==> config.mk <==
export PLATFORM = sky130hd
export DESIGN_NAME = vga_display_scheduler
export DESIGN_NICKNAME = d
export VERILOG_FILES = /design/src/rtl/vga_display_scheduler.sv
export SDC_FILE = /design/constraint.sdc
export NUM_CORES = 1
export LEC_CHECK = 0
export ABC_AREA = 1
export BUFFER_PORTS_ARGS = -buffer_cell sky130_fd_sc_hd__buf_2
export CELL_PAD_IN_SITES_DETAIL_PLACEMENT = 0
export CELL_PAD_IN_SITES_GLOBAL_PLACEMENT = 2
export CORE_UTILIZATION = 20
export CTS_BUF_LIST = sky130_fd_sc_hd__clkbuf_2 sky130_fd_sc_hd__clkbuf_4 sky130_fd_sc_hd__clkbuf_8
export CTS_CLUSTER_DIAMETER = 120
export CTS_CLUSTER_SIZE = 8
export DETAILED_ROUTE_END_ITERATION = 8
export GPL_TIMING_DRIVEN = 0
export PLACE_DENSITY = 0.88
export SETUP_SLACK_MARGIN = 0.3
export SYNTH_ARGS = -nofsm -noshare
export SYNTH_HDL_FRONTEND = slang
export SYNTH_SLANG_ARGS = --single-unit
==> constraint.sdc <==
create_clock -name driver_clk -period 2.1 [get_ports driver_clk]
set_clock_uncertainty 0.2 [all_clocks]
set_input_delay 0.21 -clock driver_clk [delete_from_list [all_inputs] [get_ports driver_clk]]
set_output_delay 0.21 -clock driver_clk [all_outputs]
set_load 0.1 [all_outputs]
==> src/rtl/vga_display_scheduler.sv <==
// Frame-synchronous pixel source scheduler for the VGA timing driver.
// Selects one of NUM_SRC pixel sources and switches only on a frame tick
// (falling edge of fsync). A switch happens on request or when the auto dwell
// timer expires. Each switch can be followed by MUTE_FRAMES black frames.
// Optional feature macro: VGA_SCHED_BORDER_EN (forces a white one-pixel border
// while not muted).
module vga_display_scheduler #(
  parameter int unsigned NUM_SRC      = 4,
  parameter int unsigned DW           = 30,
  parameter int unsigned SW           = 2,
  parameter int unsigned DWELL_FRAMES = 60,
  parameter int unsigned MUTE_FRAMES  = 1,
  parameter int unsigned H_DISP       = 640,
  parameter int unsigned V_DISP       = 480
) (
  input  logic                  driver_clk,
  input  logic                  sys_rst_n,
  input  logic                  fsync,
  input  logic [9:0]            pixel_xpos,
  input  logic [9:0]            pixel_ypos,
  input  logic [NUM_SRC*DW-1:0] src_data,
  input  logic                  auto_en,
  input  logic                  req_valid,
  input  logic [SW-1:0]         req_src,
  output logic                  req_ready,
  output logic [DW-1:0]         data_from_display,
  output logic [SW-1:0]         cur_src,
  output logic                  switch_pulse
);

  localparam int unsigned DCW = (DWELL_FRAMES > 1) ? $clog2(DWELL_FRAMES) : 1;
  localparam int unsigned MCW = (MUTE_FRAMES > 1) ? $clog2(MUTE_FRAMES) : 1;
  localparam logic [DCW-1:0] DwellLast = DCW'(DWELL_FRAMES - 1);
  localparam logic [MCW-1:0] MuteLast  = MCW'(MUTE_FRAMES - 1);

  typedef enum logic [1:0] {StRun, StPend, StMute} state_e;

  state_e          state_q, state_d;
  logic            fsync_q;  // fsync delayed by one cycle; resets low so release never ticks
  logic            tick;
  logic [SW-1:0]   cur_src_q, cur_src_d;
  logic [SW-1:0]   pend_src_q, pend_src_d;
  logic [DCW-1:0]  dwell_q, dwell_d;
  logic [MCW-1:0]  mute_q, mute_d;
  logic            pulse_q, pulse_d;
  logic [DW-1:0]   data_q, data_d;
  logic            switch_en;
  logic [SW-1:0]   switch_src;
  logic [SW-1:0]   next_src;
  logic            req_take;
  logic            auto_expire;
  logic [DW-1:0]   src_pix;
  logic [DW-1:0]   pix_sel;

  assign tick        = fsync_q & ~fsync;
  assign req_ready   = (state_q == StRun);
  // Out-of-range or same-source requests are accepted but dropped.
  assign req_take    = req_valid & req_ready & (32'(req_src) < NUM_SRC) & (req_src != cur_src_q);
  assign auto_expire = auto_en & tick & (dwell_q == DwellLast);
  assign next_src    = (cur_src_q == SW'(NUM_SRC - 1)) ? '0 : cur_src_q + SW'(1);

  assign src_pix = src_data[cur_src_q*DW +: DW];

`ifdef VGA_SCHED_BORDER_EN
  logic on_border;
  assign on_border = (pixel_xpos == 10'(1)) | (pixel_xpos == 10'(H_DISP)) |
                     (pixel_ypos == 10'(1)) | (pixel_ypos == 10'(V_DISP));
  assign pix_sel   = on_border ? '1 : src_pix;
`else
  logic unused_pos;
  assign unused_pos = ^{pixel_xpos, pixel_ypos, 10'(H_DISP), 10'(V_DISP)};
  assign pix_sel    = src_pix;
`endif

  // Next-state: request/auto arbitration, frame-synchronous switching, mute countdown.
  always_comb begin
    state_d    = state_q;
    cur_src_d  = cur_src_q;
    pend_src_d = pend_src_q;
    dwell_d    = dwell_q;
    mute_d     = mute_q;
    pulse_d    = 1'b0;
    switch_en  = 1'b0;
    switch_src = cur_src_q;
    unique case (state_q)
      StRun: begin
        if (req_take) begin
          pend_src_d = req_src;
          state_d    = StPend;
        end else if (auto_expire) begin
          switch_en  = 1'b1;
          switch_src = next_src;
        end else if (auto_en && tick) begin
          dwell_d = dwell_q + DCW'(1);
        end
      end
      StPend: begin
        if (tick) begin
          switch_en  = 1'b1;
          switch_src = pend_src_q;
        end
      end
      StMute: begin
        if (tick) begin
          if (mute_q == MuteLast) begin
            state_d = StRun;
            mute_d  = '0;
          end else begin
            mute_d = mute_q + MCW'(1);
          end
        end
      end
      default: state_d = StRun;
    endcase
    if (switch_en) begin
      cur_src_d = switch_src;
      pulse_d   = 1'b1;
      mute_d    = '0;
      state_d   = (MUTE_FRAMES > 0) ? StMute : StRun;
    end
    // Dwell only accumulates while running in auto mode.
    if (switch_en || !auto_en || (state_d != StRun)) begin
      dwell_d = '0;
    end
    data_d = (state_q == StMute) ? '0 : pix_sel;
  end

  // State and output registers.
  always_ff @(posedge driver_clk or negedge sys_rst_n) begin
    if (!sys_rst_n) begin
      state_q    <= StRun;
      fsync_q    <= 1'b0;
      cur_src_q  <= '0;
      pend_src_q <= '0;
      dwell_q    <= '0;
      mute_q     <= '0;
      pulse_q    <= 1'b0;
      data_q     <= '0;
    end else begin
      state_q    <= state_d;
      fsync_q    <= fsync;
      cur_src_q  <= cur_src_d;
      pend_src_q <= pend_src_d;
      dwell_q    <= dwell_d;
      mute_q     <= mute_d;
      pulse_q    <= pulse_d;
      data_q     <= data_d;
    end
  end

  assign data_from_display = data_q;
  assign cur_src           = cur_src_q;
  assign switch_pulse      = pulse_q;

endmodule

==> results.sh, run 1 <==
export IMPL_status="finished clean"
export IMPL_postPlaceCellArea_um2=3580
export IMPL_grt_pass1_vias=2998
export IMPL_synth_area_um2=2550
export IMPL_routed_via_density=4.24
export IMPL_synthDistinctLibCells=24
export IMPL_io_pin_count=181
export IMPL_endpoint_kind="flop"
export IMPL_synth_net_count=513
export IMPL_grt_max_degree=45
export IMPL_maxSlewHeadroom_pct=56.4
export IMPL_die_y_um=115
export IMPL_cp_required_ns=2.13
export IMPL_cp_max_fo=7
export IMPL_postSynthCellCount=364
export IMPL_cap_viol_max_count=0
export IMPL_routedWlPerCell_um=13.5
export IMPL_synth_seq_cells=44
export IMPL_cts_max_level=2
export IMPL_worstHoldPathType="input pin to flop"
export IMPL_layout_nets=705
export IMPL_cts_tree="built"
export IMPL_start_kind="flop"
export IMPL_gr_total_overflow=0
export IMPL_grt_usage_pct=14.5
export IMPL_diodes=0
export IMPL_drt_iter0_markers=124
export IMPL_io_buffers=160
export IMPL_grt_antenna_before_repair=0
export IMPL_clkTransAtPathRegs_ns=0.09
export IMPL_synth_edf_count=0
export IMPL_finalInstanceArea_um2=4000
export IMPL_worstHoldPathCells=3
export IMPL_syn_area_per_cell_um2=7.00
export IMPL_rrSetupSlack_ns=0.31
export IMPL_setup_viol=0
export IMPL_dieWidth_um=115
export IMPL_p_leak_nw=2.00
export IMPL_period_share_pct=85.0
export IMPL_fin_util_pct=32.8
export IMPL_yosysWarnings=0
export IMPL_cts_buffers=5
export IMPL_crit_arrival_ns=1.82
export IMPL_synthTopCellsByCount="135 x nor2_1, 64 x o21ai_0, 44 x dfrtp_1"
export IMPL_firstDrtPassIters=4
export IMPL_start_util_pct=20.9
export IMPL_drc_errors=0
export IMPL_root_buffer="clkbuf_8"
export IMPL_min_from="src_data[115]"
export IMPL_clock_latency_ns=0.30
export IMPL_grt_pass1_wl_mm=14.8
export IMPL_numClockSinks=44
export IMPL_r2r_start="cur_src[1]"
export IMPL_synthArstFlopShare_pct=100
export IMPL_power_density_nw_per_um2=1780
export IMPL_synth_area_leaders="dfrtp_1 43%, nor2_1 20%, o21ai_0 13%, a21oi_1 6.3%, nand2_1 3.5%"
export IMPL_seq_area_frac_synth_pct=43.2
export IMPL_slew_viol_final=0
export IMPL_max_freq_mhz=560
export IMPL_drive_above_1_share_pct=40.4
export IMPL_min_to="data_from_display[25]"
export IMPL_rsz0062_at_grt="yes"
export IMPL_r2r_end="dwell_q[2]"
export IMPL_routed_wl_mm=9.79
export IMPL_worstSetupPathType="flop to flop"
export IMPL_finalHoldViolations=0
export IMPL_ir_drop_mv=0.809
export IMPL_reg2reg_depth=12
export IMPL_synthFlopType="dfrtp_1"
export IMPL_gp_congestion=0.739
export IMPL_netlist_area_leader_share_pct=43.2
export IMPL_final_min_clock_period_ns=1.79
export IMPL_dp_hpwl_mm=7.03
export IMPL_dieArea_um2=13200
export IMPL_yosysMostFrequentCell="nor2_1"
export IMPL_synth_area_leader_cell="dfrtp_1"
export IMPL_syn_to_final_growth_pct=57.0
export IMPL_num_vias=3075
export IMPL_postRouteAntennaNets=0
export IMPL_num_rows=40
export IMPL_setup_tns_ns=0
export IMPL_coreArea_um2=12200
export IMPL_tightest_slew_ns=0.654
export IMPL_cts_buffer_depth=2
## flip-flops by register name (all words and copies together), names as in the netlist
| name | cells |
|---|---|
| cur_src | 2 |
| data_from_display | 30 |
| dwell_q | 6 |
| fsync_q | 1 |
| pend_src_q | 2 |
| state_q | 2 |
| switch_pulse | 1 |
## critical path, stage by stage (launching register included)
cell and delay [ns]:
dfrtp_4 0.50, buf_6 0.14, inv_4 0.06, nand2_2 0.05, nand2_2 0.08, nand2_4 0.08, a21oi_4 0.17, nand2_4 0.11
inv_4 0.08, nand2_1 0.05, nand2_1 0.05, nand2_1 0.06, nor2_1 0.09
## metal layers
metal  track usage, %  vias to the layer above  part of all wire, %
li1                 -                     1556                    -
met1             17.7                     1401                   43
met2             26.2                      107                   51
met3             2.37                       11                  5.3
met4             4.07                        0                  1.4
met5                0                        -                    0
## placed cells by master, fill, tap and decap left out, types with 2 or more instances in the layout
| master | n |
|---|---|
| nand2_1 | 19 |
| inv_1 | 12 |
| nand3_4 | 2 |
| buf_2 | 163 |
| clkbuf_2 | 8 |
| clkbuf_1 | 7 |
| xor2_1 | 2 |
| dfrtp_1 | 40 |
| nand2_4 | 3 |
| inv_4 | 2 |
| o21ai_0 | 64 |
| dfrtp_2 | 2 |
| a21oi_1 | 32 |
| nor2_2 | 4 |
| clkbuf_4 | 3 |
| nand3_2 | 2 |
| dlygate4sd3_1 | 14 |
| buf_4 | 12 |
| nand3_1 | 5 |
| dfrtp_4 | 2 |
| nor2_1 | 131 |
| clkbuf_8 | 5 |
| nand2_2 | 7 |
## worst max-delay path by stage
stage                           from                     to  slack, ns  cells past startpoint
final                     cur_src[1]             dwell_q[2]       0.31                     12
after global routing      cur_src[1]             dwell_q[2]       0.21                     12
after CTS                 cur_src[1]             dwell_q[2]       0.30                     12
after detailed placement  cur_src[1]  data_from_display[10]       0.27                      6
after global placement    cur_src[0]             dwell_q[2]       0.31                     12
after floorplan           cur_src[0]             dwell_q[4]       0.27                     11
## what timing repair did
action,in CTS,in global routing
buffers inserted,2,9
hold buffers,14,0
gates resized for setup,4,43
endpoints found under the hold margin,56,0
pin swaps,0,12
endpoints found under the setup margin,21,41
## area by class of cell
class                           count  area [um2]
Buffer                             23         121
Clock buffer                        7        83.8
Clock inverter                      1        5.00
Fill cell                        1390        8210
Inverter                           17        85.1
Multi-Input combinational cell    280        1360
Sequential cell                    44        1110
Tap cell                          168         210
Timing Repair Buffer              185        1030
## where the power goes
part / switching, mW / total, mW / internal [mW] / leakage (nW)
Combinational: 4.09 / 5.23 / 1.15 / 1.41
Clock: 0.297 / 0.557 / 0.260 / 0.0491
Sequential: 0.112 / 1.33 / 1.22 / 0.536
## through the flow
stage / power [mW] / worst slack (ns) / std cells / hold WS [ns]
floorplan: 5.30 / 0.275 / 364 / -0.286
global placement: 6.33 / 0.314 / 692 / 0.136
detailed placement: 6.37 / 0.270 / 692 / 0.140
CTS: 7.01 / 0.301 / 716 / 0.0000542
global route: 7.57 / 0.214 / 725 / 0.0101
finish: 7.12 / 0.314 / 725 / 0.00947
## cell families after synthesis
family | synth area share, %
compound gates | 20.0
xor+xnor | 0.687
fa+ha+maj | 0.982
buf+inv | 6.58
flops | 43.2
simple gates | 28.5
No activity file was read; power rests on OpenSTA's default activity.
==> inputs of run 2 (changes only) <==
ABC_AREA = 0   (was 1)
CORE_UTILIZATION = 24   (was 20)
PLACE_DENSITY = 0.9   (was 0.88)
==> run 2 against run 1 <==
The flow now finishes with violations (negative setup slack). First-iteration DRC count is 72% lower. Non-clock buffer count is 15 lower. Largest cell class unchanged. Fmax is 17% lower.
==> results.sh, run 2 <==
export IMPL_swShare_pct=54.1
export IMPL_die_y_um=101
export IMPL_coreArea_um2=9420
export IMPL_tightest_slew_ns=0.782
export IMPL_synthArstFlopShare_pct=100
export IMPL_clock_latency_ns=0.29
export IMPL_crit_arrival_ns=2.12
export IMPL_postSynthCellCount=165
export IMPL_p_leak_nw=1.91
export IMPL_slew_viol_final=0
export IMPL_netlist_area_leader_share_pct=46.4
export IMPL_numClockSinks=44
export IMPL_cts_buffer_depth=2
export IMPL_final_min_clock_period_ns=2.14
export IMPL_finalWorstSetupSlack_ns=-0.0387
export IMPL_grt_pass1_vias=2065
export IMPL_postRouteAntennaNets=0
export IMPL_synthFlopType="dfrtp_1"
export IMPL_diodes=0
export IMPL_p_int_mw=3.34
export IMPL_cts_tree="built"
export IMPL_rsz0062_at_grt="yes"
export IMPL_start_util_pct=25.2
export IMPL_worstHoldPathType="input pin to flop"
export IMPL_synth_area_um2=2370
export IMPL_syn_to_final_growth_pct=64.9
export IMPL_cts_max_level=2
export IMPL_synth_area_leader_cell="dfrtp_1"
export IMPL_synth_area_leaders="dfrtp_1 46%, mux4_2 28%, nor2b_1 8.7%, nor2_1 1.7%, xnor2_1 1.5%"
export IMPL_setup_viol=9
export IMPL_synth_edf_count=0
export IMPL_grt_usage_pct=13.3
export IMPL_cap_viol_max_count=0
export IMPL_power_frac_seq_pct=18.2
export IMPL_routed_wl_mm=6.72
export IMPL_layout_nets=502
export IMPL_maxSlewHeadroom_pct=47.9
export IMPL_cp_max_fo=8
export IMPL_layout_commonest_cell="buf_2"
export IMPL_synth_net_count=314
export IMPL_grt_antenna_before_repair=0
export IMPL_yosysWarnings=0
export IMPL_mostFrequentLayoutCells="159 x buf_2, 42 x dfrtp_1, 30 x mux4_2, 17 x nor2b_1, 16 x nor2b_4"
export IMPL_firstDrtPassIters=4
export IMPL_largest_reg_flops=30
export IMPL_max_freq_mhz=468
export IMPL_switchingPower_mw=3.94
export IMPL_status="finished, violations left"
export IMPL_routed_via_density=4.35
export IMPL_violations="negative setup slack"
export IMPL_start_kind="flop"
export IMPL_io_buffers=160
export IMPL_synth_seq_cells=44
export IMPL_grt_max_degree=45
export IMPL_worstSetupPathType="flop to flop"
export IMPL_io_pin_count=181
export IMPL_syn_area_per_cell_um2=14.4
export IMPL_finalHoldViolations=0
export IMPL_fin_util_pct=41.6
export IMPL_cts_buffers=5
export IMPL_yosysMostFrequentCell="dfrtp_1"
export IMPL_period_share_pct=102
export IMPL_drt_iter0_markers=35
export IMPL_synthTopCellsByCount="44 x dfrtp_1, 33 x nor2b_1, 30 x mux4_2"
export IMPL_gr_total_overflow=0
export IMPL_clkTransAtPathRegs_ns=0.09
export IMPL_ir_drop_mv=0.897
export IMPL_dieWidth_um=101
export IMPL_cp_required_ns=2.08
export IMPL_reg2reg_depth=7
export IMPL_num_vias=2101
export IMPL_dieArea_um2=10300
export IMPL_finalInstanceArea_um2=3920
export IMPL_routedWlPerCell_um=13.9
export IMPL_gp_congestion=0.751
export IMPL_postPlaceCellArea_um2=3370
export IMPL_endpoint_kind="flop"
export IMPL_seq_area_frac_synth_pct=46.4
export IMPL_dp_hpwl_mm=5.21
export IMPL_root_buffer="clkbuf_8"
export IMPL_drive_above_1_share_pct=71.2
export IMPL_combPwrFrac_pct=74.2
export IMPL_synthDistinctLibCells=26
export IMPL_drc_errors=0
export IMPL_power_density_nw_per_um2=1860
export IMPL_grt_pass1_wl_mm=10.4
export IMPL_power_frac_clock_pct=7.6
export IMPL_num_rows=35
export IMPL_worstHoldPathCells=4
run 2: cell type report:
cell class,instances,area (um2)
Buffer,12,128
Clock buffer,6,82.6
Clock inverter,2,10.0
Fill cell,933,5500
Multi-Input combinational cell,109,1350
Sequential cell,44,1110
Tap cell,129,161
Timing Repair Buffer,181,1080
run 2: layer usage:
| layer | GRT usage (%) | part of all wire [%] | vias to the layer above |
|---|---|---|---|
| li1 | - | - | 982 |
| met1 | 17.2 | 42 | 1022 |
| met2 | 22.9 | 51 | 93 |
| met3 | 2.21 | 5.7 | 4 |
| met4 | 3.68 | 0.88 | 0 |
| met5 | 0 | 0 | - |
run 2: cells by family (layout without fill, tap and decap cells):
family,count (synthesis),count (layout),synth area share (%)
simple gates,61,61,14.8
flops,44,44,46.4
mux,34,34,30.2
buf+inv,12,201,3.00
xor+xnor,7,7,2.58
compound gates,5,5,1.95
fa+ha+maj,2,2,1.05
run 2: power by group through the flow:
stage / registers (mW) / clock network (mW) / logic, mW
global placement: 1.34 / 0 / 4.57
global route: 1.37 / 0.613 / 5.66
CTS: 1.34 / 0.583 / 5.27
floorplan: 3.70 / 0 / 1.45
finish: 1.33 / 0.551 / 5.40
detailed placement: 1.36 / 0 / 4.60
run 2: final timing paths:
path | start | end | slack [ns]
worst max-delay path | cur_src[0] | dwell_q[5] | -0.04
worst min-delay path | fsync | state_q[1] | 0.13
worst max register to register | cur_src[0] | dwell_q[5] | -0.04
worst min register to register | pend_src_q[0] | pend_src_q[0] | 0.33
max in group asynchronous | sys_rst_n | cur_src[1] | 0.94
min in group asynchronous | sys_rst_n | dwell_q[3] | 0.30
run 2: timing repair:
item / CTS / global route
resized for setup: 28 / 23
hold buffers: 3 / 1
cloned: 3 / 0
pin swaps: 1 / 6
buffers inserted: 12 / 2
hold endpoints to repair: 47 / 1
setup endpoints to repair: 40 / 43
run 2: critical path, cell delays in order, from the launching register on:
cell and delay, ns:
dfrtp_4 0.49, buf_8 0.13, xor2_1 0.13, o211a_1 0.23, buf_6 0.13, or4_4 0.50
xor2_1 0.17, nor2_2 0.04
run 2: metrics by stage:
step | hold WS, ns | setup TNS [ns] | power [mW] | setup WS, ns | cells
2_1_floorplan | -0.286 | -0.761 | 5.15 | -0.193 | 165
3_3_place_gp | 0.135 | -0.645 | 5.91 | -0.114 | 454
3_5_place_dp | 0.135 | -0.841 | 5.96 | -0.147 | 454
4_1_cts | -0.0264 | -0.202 | 7.19 | -0.0523 | 480
5_1_grt | 0.130 | -1.31 | 7.63 | -0.115 | 483
6_report | 0.125 | -0.195 | 7.28 | -0.0387 | 483
==> inputs of run 3 (changes only) <==
CORE_ASPECT_RATIO = 1.2   (was default)
CTS_CLUSTER_DIAMETER = 80   (was 120)
PLACE_DENSITY = default   (was 0.9)
PLACE_DENSITY_LB_ADDON = 0.12   (was default)
==> run 3 against run 2 <==
The run still ends with negative setup slack left. Wire length rose by 1.5%. Global-route usage fell by 0.27 points. Sequential power barely moved. Count of clock-buffer cells in the layout did not move. Via count rose by 1.4%. Critical path depth did not move. Hold slack improved by 0.016 ns. Non-clock buffer count rose by 2. Sequential share of layout area fell by 0.26 points. Core utilization fell by 0.27 points. Total power rose by 0.58%. Largest cell class unchanged. First-iteration DRC count fell by 29%.
==> results.sh, run 3 (same netlist as run 2, synthesis figures left out) <==
export IMPL_status="finished, violations left"
export IMPL_violations="negative setup slack"
export IMPL_mostFrequentLayoutCells="160 x buf_2, 42 x dfrtp_1, 30 x mux4_2, 18 x nor2b_1, 15 x nor2b_4"
export IMPL_drive_above_1_share_pct=74.1
export IMPL_finalInstanceArea_um2=3950
export IMPL_seq_area_um2=1110
export IMPL_finalHoldViolations=0
export IMPL_dieWidth_um=92.8
export IMPL_rrSetupSlack_ns=-0.01
export IMPL_worstHoldPathType="input pin to flop"
export IMPL_postPlaceCellArea_um2=3360
export IMPL_layout_nets=504
export IMPL_reg2reg_depth=7
export IMPL_place_worst_setup_slack_ns=-0.196
export IMPL_gp_congestion=0.704
export IMPL_r2r_start="cur_src[0]"
export IMPL_max_freq_mhz=473
export IMPL_start_kind="flop"
export IMPL_clock_latency_ns=0.29
export IMPL_maxSlewHeadroom_pct=47.3
export IMPL_cp_max_fo=4
export IMPL_cp_required_ns=2.13
export IMPL_syn_to_final_growth_pct=66.4
export IMPL_firstDrtPassIters=4
export IMPL_endpoint_kind="flop"
export IMPL_slew_viol_final=0
export IMPL_cts_tree="built"
export IMPL_dieArea_um2=10300
export IMPL_p_leak_nw=1.92
export IMPL_power_density_nw_per_um2=1850
export IMPL_setup_tns_ns=-0.0123
export IMPL_numClockSinks=44
export IMPL_fin_cells=478
export IMPL_root_buffer="clkbuf_8"
export IMPL_worstSetupPathType="flop to flop"
export IMPL_routed_via_density=4.46
export IMPL_final_min_clock_period_ns=2.11
export IMPL_cts_buffers=5
export IMPL_grt_pass1_vias=2150
export IMPL_postRouteAntennaNets=0
export IMPL_io_buffers=160
export IMPL_gr_total_overflow=0
export IMPL_period_share_pct=101
export IMPL_routedWlPerCell_um=14.3
export IMPL_start_util_pct=24.8
export IMPL_layout_commonest_cell="buf_2"
export IMPL_r2r_end="dwell_q[5]"
export IMPL_io_pin_count=181
export IMPL_clkTransAtPathRegs_ns=0.09
export IMPL_dp_hpwl_mm=5.07
export IMPL_crit_arrival_ns=2.14
export IMPL_finalWorstSetupSlack_ns=-0.0123
export IMPL_num_rows=39
export IMPL_setup_viol=1
export IMPL_grt_usage_pct=13.0
export IMPL_tightest_slew_ns=0.790
export IMPL_cap_viol_max_count=0
export IMPL_nFillCells=966
export IMPL_num_vias=2131
export IMPL_cts_max_level=2
export IMPL_multi_input_area_um2=1380
export IMPL_drc_errors=0
export IMPL_min_to="dwell_q[3]"
export IMPL_grt_max_degree=45
export IMPL_coreArea_um2=9560
export IMPL_grt_antenna_before_repair=0
export IMPL_grt_pass1_wl_mm=10.3
export IMPL_rsz0062_at_grt="yes"
export IMPL_min_from="auto_en"
export IMPL_drt_iter0_markers=25
export IMPL_path_cells="buf_8, xor2_1, o211a_1, buf_6, or4_4, xor2_2, nor2_2"
export IMPL_largest_reg_flops=30
export IMPL_diodes=0
export IMPL_max_stage_delay_ns=0.51
export IMPL_dp_cells=448
export IMPL_ir_drop_mv=0.633
export IMPL_worstHoldPathCells=4
export IMPL_routed_wl_mm=6.83
export IMPL_die_y_um=111
export IMPL_cts_buffer_depth=2
export IMPL_critPathSlowestCell="or4_4"
run 3: changes by cell type in the layout (fill, tap and decap cells not counted), sizes merged:
cell and change:
clkinv -2, clkbuf +2, bufinv +1
run 3: repair_timing:
action / in CTS / in global routing
pin swaps: 2 / 1
resized for setup: 14 / 48
gates cloned: 0 / 3
buffers inserted: 10 / 6
hold endpoints to repair: 47 / 0
hold buffers: 4 / 0
setup endpoints to repair: 40 / 44
run 3: worst max path at each step:
stage | startpoint | depth (start not counted) | slack [ns] | end
floorplan | cur_src[1] | 7 | -0.19 | dwell_q[5]
global placement | cur_src[0] | 7 | -0.19 | dwell_q[1]
detailed placement | cur_src[1] | 7 | -0.20 | dwell_q[4]
CTS | cur_src[0] | 7 | -0.03 | dwell_q[5]
global route | cur_src[0] | 7 | -0.1 | dwell_q[5]
finish | cur_src[0] | 7 | -0.01 | dwell_q[5]
run 3: layout make-up:
cell class / instances / share of cell area, %
Multi-Input combinational cell: 109 / 35.0
Sequential cell: 44 / 28.1
Timing Repair Buffer: 183 / 27.2
Tap cell: 123 / 3.89
Buffer: 12 / 3.17
Clock buffer: 6 / 1.93
Clock inverter: 1 / 0.760
run 3: metal layers:
metal	up-vias	global-route usage, %	share of wire (%)
met5	-	0	0
li1	983	-	-
met2	105	22.6	51
met3	12	3.77	7.9
met4	0	4.31	1.5
met1	1031	15.1	39
run 3: report_power, final:
group | switching (mW) | internal (mW) | leakage, nW
sequential | 0.106 | 1.21 | 0.535
combinational | 3.56 | 1.80 | 1.33
clock | 0.276 | 0.362 | 0.0547
run 3: through the flow:
stage / hold WS, ns / power, mW / utilization, %
global route: 0.142 / 7.68 / 41.3
CTS: 0.127 / 6.84 / 38.1
finish: 0.141 / 7.32 / 41.3
detailed placement: 0.141 / 5.97 / 35.2
global placement: 0.135 / 5.97 / 35.2
floorplan: -0.286 / 5.15 / -
run 3: critical path: cells and delay by family, from the launching register on:
| kind | cells | cell delay (ns) |
|---|---|---|
| compound gates | 1 | 0.23 |
| flops | 1 | 0.49 |
| buf+inv | 2 | 0.25 |
| simple gates | 2 | 0.58 |
| xor+xnor | 2 | 0.29 |
